[config.mk]
export PLATFORM = sky130hd
export DESIGN_NAME = wb2axi
export DESIGN_NICKNAME = d
export VERILOG_FILES = /design/src/rtl/wb2axi_pkg.sv /design/src/rtl/wb2axi.sv
export SDC_FILE = /design/constraint.sdc
export NUM_CORES = 1
export LEC_CHECK = 0
export CAP_MARGIN = 20
export CORE_AREA = 2 2 138 140
export DETAILED_ROUTE_END_ITERATION = 8
export DIE_AREA = 0 0 140 142
export GPL_TIMING_DRIVEN = 0
export HOLD_SLACK_MARGIN = 0.05
export PLACE_DENSITY = 0.77
export SYNTH_ARGS = -nofsm -noshare
export SYNTH_HDL_FRONTEND = slang
export SYNTH_SLANG_ARGS = --single-unit
[constraint.sdc]
create_clock -name i_clk -period 4.1 [get_ports i_clk]
set_input_delay 0.82 -clock i_clk [delete_from_list [all_inputs] [get_ports i_clk]]
set_output_delay 0.82 -clock i_clk [all_outputs]
set_load 0.05 [all_outputs]
[src/rtl/wb2axi_pkg.sv]
`default_nettype none
// ============================================================================
// Module  : wb2axi_pkg
// Purpose : Shared AXI encodings and the bridge FSM state type for wb2axi.
// Contents: RESP_* response codes, BURST_INCR, SIZE_4B, LEN_SINGLE, state_t.
// Revision: 1.0 - initial release
// ============================================================================
package wb2axi_pkg;

  // AXI response encodings; bit 1 set means the access failed.
  localparam logic [1:0] RESP_OKAY   = 2'b00;
  localparam logic [1:0] RESP_EXOKAY = 2'b01;
  localparam logic [1:0] RESP_SLVERR = 2'b10;
  localparam logic [1:0] RESP_DECERR = 2'b11;

  // Every transaction is one 32-bit INCR beat.
  localparam logic [1:0] BURST_INCR = 2'b01;
  localparam logic [2:0] SIZE_4B    = 3'b010;
  localparam logic [7:0] LEN_SINGLE = 8'h00;

  typedef enum logic [2:0] {
    S_IDLE    = 3'd0,
    S_WR_ADDR = 3'd1,
    S_WR_RESP = 3'd2,
    S_RD_ADDR = 3'd3,
    S_RD_RESP = 3'd4,
    S_DONE    = 3'd5
  } state_t;

endpackage : wb2axi_pkg
`default_nettype wire

[src/rtl/wb2axi.sv]
`default_nettype none
// ============================================================================
// Module  : wb2axi
// Purpose : Classic Wishbone (32-bit) to AXI4 (64-bit) initiator bridge.
//           One single-beat AXI transaction is outstanding at any time.
// Ports   : i_clk, i_rst (async, active high)
//           i_wb_*       Wishbone slave side (word address, data, sel, we,
//                        cyc, stb); o_wb_rdt/o_wb_ack/o_wb_err responses
//           o_aw*/o_w*/i_b*   AXI write address, data and response channels
//           o_ar*/i_r*        AXI read address and data channels
// Revision: 1.0 - initial release
// ============================================================================
module wb2axi
  import wb2axi_pkg::*;
#(
  parameter int                  AW       = 32,
  parameter int                  ID_WIDTH = 1,
  parameter logic [ID_WIDTH-1:0] AXI_ID   = '0
) (
  input  logic                i_clk,
  input  logic                i_rst,
  // Wishbone
  input  logic [AW-3:0]       i_wb_adr,
  input  logic [31:0]         i_wb_dat,
  input  logic [3:0]          i_wb_sel,
  input  logic                i_wb_we,
  input  logic                i_wb_cyc,
  input  logic                i_wb_stb,
  output logic [31:0]         o_wb_rdt,
  output logic                o_wb_ack,
  output logic                o_wb_err,
  // AXI write address
  output logic [ID_WIDTH-1:0] o_awid,
  output logic [AW-1:0]       o_awaddr,
  output logic [7:0]          o_awlen,
  output logic [2:0]          o_awsize,
  output logic [1:0]          o_awburst,
  output logic                o_awvalid,
  input  logic                i_awready,
  // AXI write data
  output logic [63:0]         o_wdata,
  output logic [7:0]          o_wstrb,
  output logic                o_wlast,
  output logic                o_wvalid,
  input  logic                i_wready,
  // AXI write response
  input  logic [ID_WIDTH-1:0] i_bid,
  input  logic [1:0]          i_bresp,
  input  logic                i_bvalid,
  output logic                o_bready,
  // AXI read address
  output logic [ID_WIDTH-1:0] o_arid,
  output logic [AW-1:0]       o_araddr,
  output logic [7:0]          o_arlen,
  output logic [2:0]          o_arsize,
  output logic [1:0]          o_arburst,
  output logic                o_arvalid,
  input  logic                i_arready,
  // AXI read data
  input  logic [ID_WIDTH-1:0] i_rid,
  input  logic [63:0]         i_rdata,
  input  logic [1:0]          i_rresp,
  input  logic                i_rlast,
  input  logic                i_rvalid,
  output logic                o_rready
);

  state_t        r_state;
  state_t        w_state_nxt;

  logic [AW-3:0] r_adr;
  logic [31:0]   r_dat;
  logic [3:0]    r_sel;
  logic          r_aw_done;
  logic          r_w_done;
  logic          r_err;
  logic [31:0]   r_rdt;

  logic          w_req;
  logic          w_awvalid;
  logic          w_wvalid;
  logic          w_bready;
  logic          w_arvalid;
  logic          w_rready;
  logic          w_in_done;

  // Only one transaction is ever in flight, so IDs, rlast and the low
  // response bit (EXOKAY vs OKAY) carry no information for the bridge.
  logic          w_unused;
  assign w_unused = ^{i_bid, i_rid, i_rlast, i_bresp[0], i_rresp[0]};

  assign w_req = i_wb_cyc & i_wb_stb;

  // --------------------------------------------------------------------------
  // State register
  // --------------------------------------------------------------------------
  always_ff @(posedge i_clk or posedge i_rst) begin
    if (i_rst) begin
      r_state <= S_IDLE;
    end else begin
      r_state <= w_state_nxt;
    end
  end

  // --------------------------------------------------------------------------
  // Next state and channel handshake outputs. Valid/ready outputs decode
  // straight from registered state so an asynchronous reset clears them at
  // once.
  // --------------------------------------------------------------------------
  always_comb begin
    w_state_nxt = r_state;
    w_awvalid   = 1'b0;
    w_wvalid    = 1'b0;
    w_bready    = 1'b0;
    w_arvalid   = 1'b0;
    w_rready    = 1'b0;
    w_in_done   = 1'b0;
    case (r_state)
      S_IDLE: begin
        if (w_req) begin
          w_state_nxt = i_wb_we ? S_WR_ADDR : S_RD_ADDR;
        end
      end
      S_WR_ADDR: begin
        // AW and W complete independently; a channel that has finished
        // stops driving valid and no longer depends on its ready.
        w_awvalid = ~r_aw_done;
        w_wvalid  = ~r_w_done;
        if ((r_aw_done | i_awready) && (r_w_done | i_wready)) begin
          w_state_nxt = S_WR_RESP;
        end
      end
      S_WR_RESP: begin
        w_bready = 1'b1;
        if (i_bvalid) begin
          w_state_nxt = S_DONE;
        end
      end
      S_RD_ADDR: begin
        w_arvalid = 1'b1;
        if (i_arready) begin
          w_state_nxt = S_RD_RESP;
        end
      end
      S_RD_RESP: begin
        w_rready = 1'b1;
        if (i_rvalid) begin
          w_state_nxt = S_DONE;
        end
      end
      S_DONE: begin
        // Requests are deliberately not sampled here; stb is still high
        // from the finished access during this cycle.
        w_in_done   = 1'b1;
        w_state_nxt = S_IDLE;
      end
      default: begin
        w_state_nxt = S_IDLE;
      end
    endcase
  end

  // --------------------------------------------------------------------------
  // Request capture, per-channel completion flags and response capture
  // --------------------------------------------------------------------------
  always_ff @(posedge i_clk or posedge i_rst) begin
    if (i_rst) begin
      r_adr     <= '0;
      r_dat     <= '0;
      r_sel     <= '0;
      r_aw_done <= 1'b0;
      r_w_done  <= 1'b0;
      r_err     <= 1'b0;
      r_rdt     <= '0;
    end else begin
      case (r_state)
        S_IDLE: begin
          if (w_req) begin
            r_adr     <= i_wb_adr;
            r_dat     <= i_wb_dat;
            r_sel     <= i_wb_sel;
            r_aw_done <= 1'b0;
            r_w_done  <= 1'b0;
          end
        end
        S_WR_ADDR: begin
          if (i_awready) begin
            r_aw_done <= 1'b1;
          end
          if (i_wready) begin
            r_w_done <= 1'b1;
          end
        end
        S_WR_RESP: begin
          if (i_bvalid) begin
            r_err <= i_bresp[1];
          end
        end
        S_RD_RESP: begin
          if (i_rvalid) begin
            r_err <= i_rresp[1];
            r_rdt <= r_adr[0] ? i_rdata[63:32] : i_rdata[31:0];
          end
        end
        default: begin
        end
      endcase
    end
  end

  // --------------------------------------------------------------------------
  // Outputs
  // --------------------------------------------------------------------------
  assign o_awid    = AXI_ID;
  assign o_awaddr  = {r_adr, 2'b00};
  assign o_awlen   = LEN_SINGLE;
  assign o_awsize  = SIZE_4B;
  assign o_awburst = BURST_INCR;
  assign o_awvalid = w_awvalid;

  // The 32-bit word is replicated on both halves; the strobe picks the lane
  // selected by byte-address bit 2.
  assign o_wdata   = {r_dat, r_dat};
  assign o_wstrb   = r_adr[0] ? {r_sel, 4'h0} : {4'h0, r_sel};
  assign o_wlast   = 1'b1;
  assign o_wvalid  = w_wvalid;

  assign o_bready  = w_bready;

  assign o_arid    = AXI_ID;
  assign o_araddr  = {r_adr, 2'b00};
  assign o_arlen   = LEN_SINGLE;
  assign o_arsize  = SIZE_4B;
  assign o_arburst = BURST_INCR;
  assign o_arvalid = w_arvalid;

  assign o_rready  = w_rready;

  // A master that abandoned its cycle never sees the completion.
  assign o_wb_rdt  = r_rdt;
  assign o_wb_ack  = w_in_done & ~r_err & i_wb_cyc;
  assign o_wb_err  = w_in_done &  r_err & i_wb_cyc;

endmodule : wb2axi
`default_nettype wire

==> flow_summary.ini, run 1 <==
[route]
vias = 4225
wl_um = 15100
avgRoutedWirePerCell_um = 14.7
ant_nets = 0
first_pass_iters = 7
drc_errors = 25
viasPerCell = 4.11
first_iter_violations = 150

[cells_and_area]
final_net_count = 935
design_area_mm2 = 0.00900
multi_input_area_mm2 = 0.00180
fillerInstances = 1738
area_growth_pct = 75.0
diodes = 0
register_area_mm2 = 0.00260
drive_gt1_share_pct = 24.5

[floorplan]
dieArea_mm2 = 0.0199
initial_core_util_pct = 27.9
io_pins = 351
coreArea_mm2 = 0.0185
die_y_um = 142
core.rowCount = 50
die_w_um = 140

[yosys]
ys_seq_elements = 104
synth_top_area_share_pct = 50.6
async_reset_ff_share_pct = 100
syn_area_mm2 = 0.00514
yosys_warnings = 0
ys_seq_area_share_pct = 50.6
synth_common_cells = dfrtp_1 (104), buf_4 (101), mux2_2 (58), nor2_1 (38), a21oi_1 (36)
ys.flop_type = dfrtp_1
syn_area_per_cell_um2 = 11.9
synth-edff-count = 0
synth_most_common_cell = dfrtp_1
synth_top_area_cell = dfrtp_1
synth_cells = 433
synthDistinctLibCells = 37
yosys-top-cells-area = dfrtp_1 (51%), buf_4 (15%), mux2_2 (13%)

[timing]
fin_crit_ps = 3250
skew_ps = 8.72
max_freq_mhz = 307
rsz0062_at_grt = false
fin_crit_sh_pct = 79.3
max_slew_margin_pct = 48.1
hold_viol_final = 0
worst_pin_slew_ps = 779
report.final.slew_viol_count = 0
setup_viol_count_final = 0

[worst_setup_path]
critPathMaxStageDelay_ps = 830
cp.arrival_ps = 2430
crit_path_top_delay_cell = clkdlybuf4s50_1
end_kind = primary output
cp-start-kind = input port
worstPathRequired_ps = 3280
crit_type = in -> out
cp_cell_sequence = clkdlybuf4s50_1, nand4b_1, nor2_1, clkdlybuf4s50_1
crit_fanout = 3
cpMostUsedCell = clkdlybuf4s50_1

[clock_tree]
cts_tree = done
cts_htree_levels = 3
cts_root_buf = clkbuf_16
clk_path_buf_depth = 2
numCtsBuffers = 9
post-cts-setup-buffers = 0
clk_latency_ps = 340
clk_pin_slew_ps = 70
cts_resized = 0
cts.sinks = 104
hold_buffers = 0

[status]
violations = DRC
status = finished, violations left

[place]
place_area_mm2 = 0.00871
hpwl_um = 12200
gp_congestion = 0.753
portBuffers = 312

[min_path]
hold_class = reg -> reg

[grt]
grt_remaining_overflow = 0
antenna_found_initial = 0
grt_pass1_vias = 4172
grt_max_degree = 59
grtUsageTotal_pct = 14.8
grt_pass1_wl_um = 23100

[job]
drv_cap = 0
## worst max-delay path, delay by kind of cell
family / cells / cell delay, ps
buf+inv: 2 / 1330
simple gates: 2 / 280
## cell type report
cell class,count,area share [%]
plain buffers,117,9.31
clock buffers,10,2.54
clock inverters,6,0.751
inverters,5,0.236
multi-input cells,238,20.0
flip-flops and latches,104,28.9
well taps,234,3.25
repair buffers,313,35.0
## kinds of logic after synthesis
logic type             synth area share [%]
buffers and inverters                  16.7
multiplexers                           21.0
AO/OA/AOI/OAI                          5.21
AND/OR/NAND/NOR                        6.42
flip-flops                             50.6
other                                 0.146
## per-layer routing
| metal | vias to the layer above | part of all wire, % | global-route usage [%] | wire length [um] |
|---|---|---|---|---|
| met4 | 0 | 1.6 | 4.89 | 245 |
| li1 | 2038 | - | - | - |
| met2 | 201 | 51 | 26.2 | 7780 |
| met3 | 18 | 9.5 | 4.61 | 1440 |
| met1 | 1968 | 37 | 17.2 | 5680 |
| met5 | - | 0 | 0 | 0 |
## cell usage in the layout, fill, tap and decap left out, types with 8 or more instances in the layout
cell	synthesis	routed
mux2i_1	32	32
mux2_1	8	8
conb_1	2	33
clkbuf_16	0	9
buf_2	10	10
buf_4	101	101
mux2_2	58	58
dfrtp_1	104	104
clkdlybuf4s50_1	0	312
a21oi_1	36	36
nor2_1	38	38
## per-stage QoR
step | setup slack, ps | cells | hold WS [ps] | TNS [ps] | util [%]
after global routing | 726 | 1027 | 537 | 0 | 48.8
after detailed placement | 837 | 1011 | 488 | 0 | 47.2
after floorplan | 548 | 464 | 464 | 0 | -
after global placement | -1190 | 1010 | 497 | -123370 | 47.0
after CTS | 823 | 1027 | 514 | 0 | 48.8
final | 847 | 1027 | 506 | 0 | 48.8
## flip-flops by register name, summed over array words and instances, names as in the netlist
name and count:
r_dat 32, r_adr 30, r_sel 4, r_err 1
r_w_done 1, o_wb_rdt 32, r_aw_done 1, r_state 3
## final timing paths
| path | cells past startpoint | endpoint | startpoint | slack, ps |
|---|---|---|---|---|
| worst min register to register | 1 | r_sel[0] | r_sel[0] | 510 |
| worst min-delay path | 1 | r_sel[0] | r_sel[0] | 510 |
| worst max-delay path | 4 | o_wb_err | i_wb_cyc | 850 |
| worst max register to register | 5 | r_dat[5] | r_state[0] | 2090 |
| min in group asynchronous | 2 | r_dat[30] | i_rst | 900 |
| max in group asynchronous | 3 | r_adr[22] | i_rst | 2480 |
Power of run 1 is not shown: default switching activity piles up to over one toggle a cycle in this logic, so the estimate is an artifact.
==> run 2: changes to the inputs <==
==> constraint.sdc (replaced) <==
create_clock -name i_clk -period 3.41 [get_ports i_clk]
set_input_delay 0.682 -clock i_clk [delete_from_list [all_inputs] [get_ports i_clk]]
set_output_delay 0.682 -clock i_clk [all_outputs]
set_load 0.05 [all_outputs]
==> run 2 against run 1 <==
Against the previous run:
- cell count about the same
- die area did not move
- non-clock buffer count grew 1
- worst setup slack lost 540 ps
- sequential share of layout area did not move
- critical path depth unchanged
- count of clock-buffer cells in the layout grew 1
- highest routed layer unchanged
- the flow still finishes with violations (DRC)
==> flow_summary.ini, run 2 (same netlist as run 1, synthesis figures left out) <==
[status]
status = finished, violations left
violations = DRC

[clock_tree]
cts_htree_levels = 3
cts_resized = 0
hold_buffers = 0
clk_latency_ps = 340
clk_pin_slew_ps = 70
clk_path_buf_depth = 2
numCtsBuffers = 9
post-cts-setup-buffers = 0
cts.sinks = 104
cts_root_buf = clkbuf_16
cts_tree = done

[worst_setup_path]
crit_fanout = 10
worst_r2r_endpoint = r_dat[7]
crit_type = reg -> out
r2r_slack_ps = 1380
cp-start-kind = flop
cp.arrival_ps = 2420
worstPathRequired_ps = 2730
end_kind = primary output
r2r.worst_path.cells = 5
r2r_start = r_state[0]

[timing]
max_freq_mhz = 322
setup-tns-final_ps = 0
fin_crit_ps = 3100
fin_crit_sh_pct = 90.9
hold_viol_final = 0
setup_viol_count_final = 0
max_slew_margin_pct = 47.9
skew_ps = 8.25
worst_pin_slew_ps = 780
rsz0062_at_grt = false
report.final.slew_viol_count = 0

[route]
first_pass_iters = 7
viasPerCell = 4.17
ant_nets = 0
first_iter_violations = 122
drc_errors = 25
vias = 4290
wl_um = 15500
avgRoutedWirePerCell_um = 15.1

[grt]
grtUsageTotal_pct = 15.3
grt_remaining_overflow = 0
antenna_found_initial = 0
grt_pass1_vias = 4313
grt_pass1_wl_um = 23700
grt_max_degree = 41

[floorplan]
initial_core_util_pct = 27.9
die_y_um = 142
die_w_um = 140
core.rowCount = 50
io_pins = 351
dieArea_mm2 = 0.0199
coreArea_mm2 = 0.0185

[min_path]
holdPathStages = 1
hp-start = r_sel[2]
hold_class = reg -> reg
worstHoldEndpoint = r_sel[2]

[place]
gp_congestion = 0.765
hpwl_um = 12500
portBuffers = 312

[cells_and_area]
diodes = 0
finish.utilization_pct = 48.8
area_growth_pct = 75.0
final_net_count = 936
drive_gt1_share_pct = 24.6
final_cell_mix = clkdlybuf4s50_1 (312), dfrtp_1 (104), buf_4 (101), mux2_2 (58), nor2_1 (38)
final_common_cell = clkdlybuf4s50_1

[job]
drv_cap = 0
run 2: cell count changes in the layout (fill, tap and decap cells not counted), sizes merged:
cell,change
clkinvlp,-1
buf,+1
inv,-1
clkinv,+2
bufinv,-1
clkbuf,+1
run 2: worst max path at each step:
stage	start	cells after the start	endpoint	slack (ps)
global route	r_state[2]	4	o_awvalid	220
finish	r_state[2]	4	o_awvalid	310
detailed placement	i_wb_cyc	4	o_wb_ack	460
floorplan	r_state[1]	3	o_awvalid	1020
global placement	i_rst	2	r_adr[27]	320
CTS	r_state[2]	4	o_wvalid	290
run 2: critical path, stage by stage (launching register included):
cell             delay, ps
dfrtp_1                460
buf_4                  200
or3b_2                 470
nor2_1                 100
clkdlybuf4s50_1        840
run 2: area by class of cell:
class	instances	area (um2)
Clock buffer	11	243
Sequential cell	104	2600
Buffer	117	838
Inverter	5	22.5
Tap cell	234	293
Multi-Input combinational cell	238	1800
Clock inverter	5	40.0
Timing Repair Buffer	314	3160
Fill cell	1738	9450
run 2: per-stage QoR:
step | instance area (um2) | setup WS (ps) | instances | hold slack, ps
after floorplan | 5260 | 1020 | 464 | 464
after global placement | 8680 | 323 | 1010 | 501
after detailed placement | 8720 | 456 | 1012 | 503
after CTS | 9000 | 290 | 1028 | 521
after global routing | 9000 | 223 | 1028 | 547
final | 9000 | 309 | 1028 | 515
run 2: metal layers:
| metal | vias up | GRT usage, % | wire [um] |
|---|---|---|---|
| li1 | 2047 | - | - |
| met5 | - | 0 | 0 |
| met1 | 2021 | 17.2 | 5750 |
| met2 | 203 | 27.2 | 8050 |
| met3 | 19 | 5.25 | 1400 |
| met4 | 0 | 5.37 | 310 |
Power of run 2 is left out for the same reason.
==> run 3: changes to the inputs <==
--- a/config.mk
+++ b/config.mk
@@ -6,12 +6,12 @@
 export NUM_CORES = 1
 export LEC_CHECK = 0
 export CAP_MARGIN = 20
-export CORE_AREA = 2 2 138 140
+export CORE_AREA = 5 5 133 135
 export DETAILED_ROUTE_END_ITERATION = 8
-export DIE_AREA = 0 0 140 142
+export DIE_AREA = 0 0 138 140
 export GPL_TIMING_DRIVEN = 0
 export HOLD_SLACK_MARGIN = 0.05
-export PLACE_DENSITY = 0.77
+export PLACE_DENSITY = 0.84
 export SYNTH_ARGS = -nofsm -noshare
 export SYNTH_HDL_FRONTEND = slang
 export SYNTH_SLANG_ARGS = --single-unit
==> run 3 against run 2 <==
Against the previous run:
- the flow now finishes without violations
- largest cell class unchanged
- register-to-register slack worse by 30 ps
- non-clock buffer count unchanged
- wire length up 5.5%
- highest routed layer unchanged
==> flow_summary.ini, run 3 (same netlist as run 1, synthesis figures left out) <==
[route]
vias = 4272
wl_um = 16400
drc_errors = 0
avgRoutedWirePerCell_um = 16.1
viasPerCell = 4.22
first_pass_iters = 4
first_iter_violations = 94
ant_nets = 0

[min_path]
hold_class = reg -> reg

[clock_tree]
clk_latency_ps = 340
clk_pin_slew_ps = 80
hold_buffers = 0
cts_root_buf = clkbuf_16
cts_htree_levels = 3
post-cts-setup-buffers = 0
cts_resized = 0
numCtsBuffers = 9
cts.sinks = 104
cts_tree = done
clk_path_buf_depth = 2

[place]
hpwl_um = 13700
gp_congestion = 0.766
portBuffers = 312

[timing]
rsz0062_at_grt = false
worst_pin_slew_ps = 898
fin_crit_sh_pct = 91.1
report.final.slew_viol_count = 0
hold_viol_final = 0
setup-tns-final_ps = 0
fin_crit_ps = 3110
skew_ps = 17.4
max_freq_mhz = 322
max_slew_margin_pct = 40.0
hold_ws_ps = 503
setup_viol_count_final = 0

[floorplan]
initial_core_util_pct = 31.5
dieArea_mm2 = 0.0193
coreArea_mm2 = 0.0163
die_w_um = 138
core.rowCount = 47
die_y_um = 140
io_pins = 351

[worst_setup_path]
crit_fanout = 10
critPathCapture = o_awvalid
crit_type = reg -> out
cp-start-kind = flop
r2r_start = r_state[0]
worst_r2r_endpoint = r_dat[7]
r2r.worst_path.cells = 5
end_kind = primary output
cp.arrival_ps = 2420
r2r_slack_ps = 1350
crit_start = r_state[2]
worstPathRequired_ps = 2730

[cells_and_area]
final_cell_mix = clkdlybuf4s50_1 (312), dfrtp_1 (104), buf_4 (101), mux2_2 (58), nor2_1 (38)
final_common_cell = clkdlybuf4s50_1
final_net_count = 936
diodes = 0
area_growth_pct = 75.7
drive_gt1_share_pct = 24.3
fillerInstances = 1433

[grt]
grt_max_degree = 41
antenna_found_initial = 0
grt_pass1_wl_um = 25100
grt_remaining_overflow = 0
grtUsageTotal_pct = 16.3
grt_pass1_vias = 4387

[status]
status = finished clean

[job]
drv_cap = 0
run 3: worst min path at each step:
stage,from,cells after the start,slack [ps],to
CTS,r_sel[0],1,510,r_sel[0]
detailed placement,r_sel[0],1,490,r_sel[0]
finish,r_sel[0],1,500,r_sel[0]
global placement,r_sel[0],1,490,r_sel[0]
global route,r_sel[0],1,530,r_sel[0]
floorplan,r_sel[0],1,460,r_sel[0]
run 3: layout make-up:
| class | instances | area [um2] | share of cell area (%) |
|---|---|---|---|
| well taps | 220 | 275 | 3.05 |
| clock inverters | 3 | 90.1 | 0.997 |
| clock buffers | 12 | 246 | 2.73 |
| plain buffers | 117 | 838 | 9.27 |
| multi-input cells | 238 | 1800 | 19.9 |
| inverters | 5 | 22.5 | 0.249 |
| repair buffers | 314 | 3160 | 35.0 |
| flip-flops and latches | 104 | 2600 | 28.8 |
run 3: worst max-delay path, stage by stage, from the launching register on:
cell and delay [ps]:
dfrtp_1 470, buf_4 200, or3b_2 460, nor2_1 110, clkdlybuf4s50_1 830
run 3: per-stage QoR:
| stage | util (%) | instances | setup slack [ps] | cell area [um2] |
|---|---|---|---|---|
| 2_1_floorplan | - | 464 | 1020 | 5260 |
| 3_3_place_gp | 53.0 | 996 | 358 | 8660 |
| 3_5_place_dp | 53.2 | 998 | 362 | 8700 |
| 4_1_cts | 55.3 | 1013 | 282 | 9040 |
| 5_1_grt | 55.3 | 1013 | 175 | 9040 |
| 6_report | 55.3 | 1013 | 304 | 9040 |
run 3: per-layer routing:
layer  vias up  wire length (um)  track usage, %
met1      1978              6200            17.9
met4         0               335            5.20
met2       215              8450            29.5
met3        21              1370            5.49
met5         -                 0               0
li1       2058                 -               -
Power of run 3 is left out for the same reason.
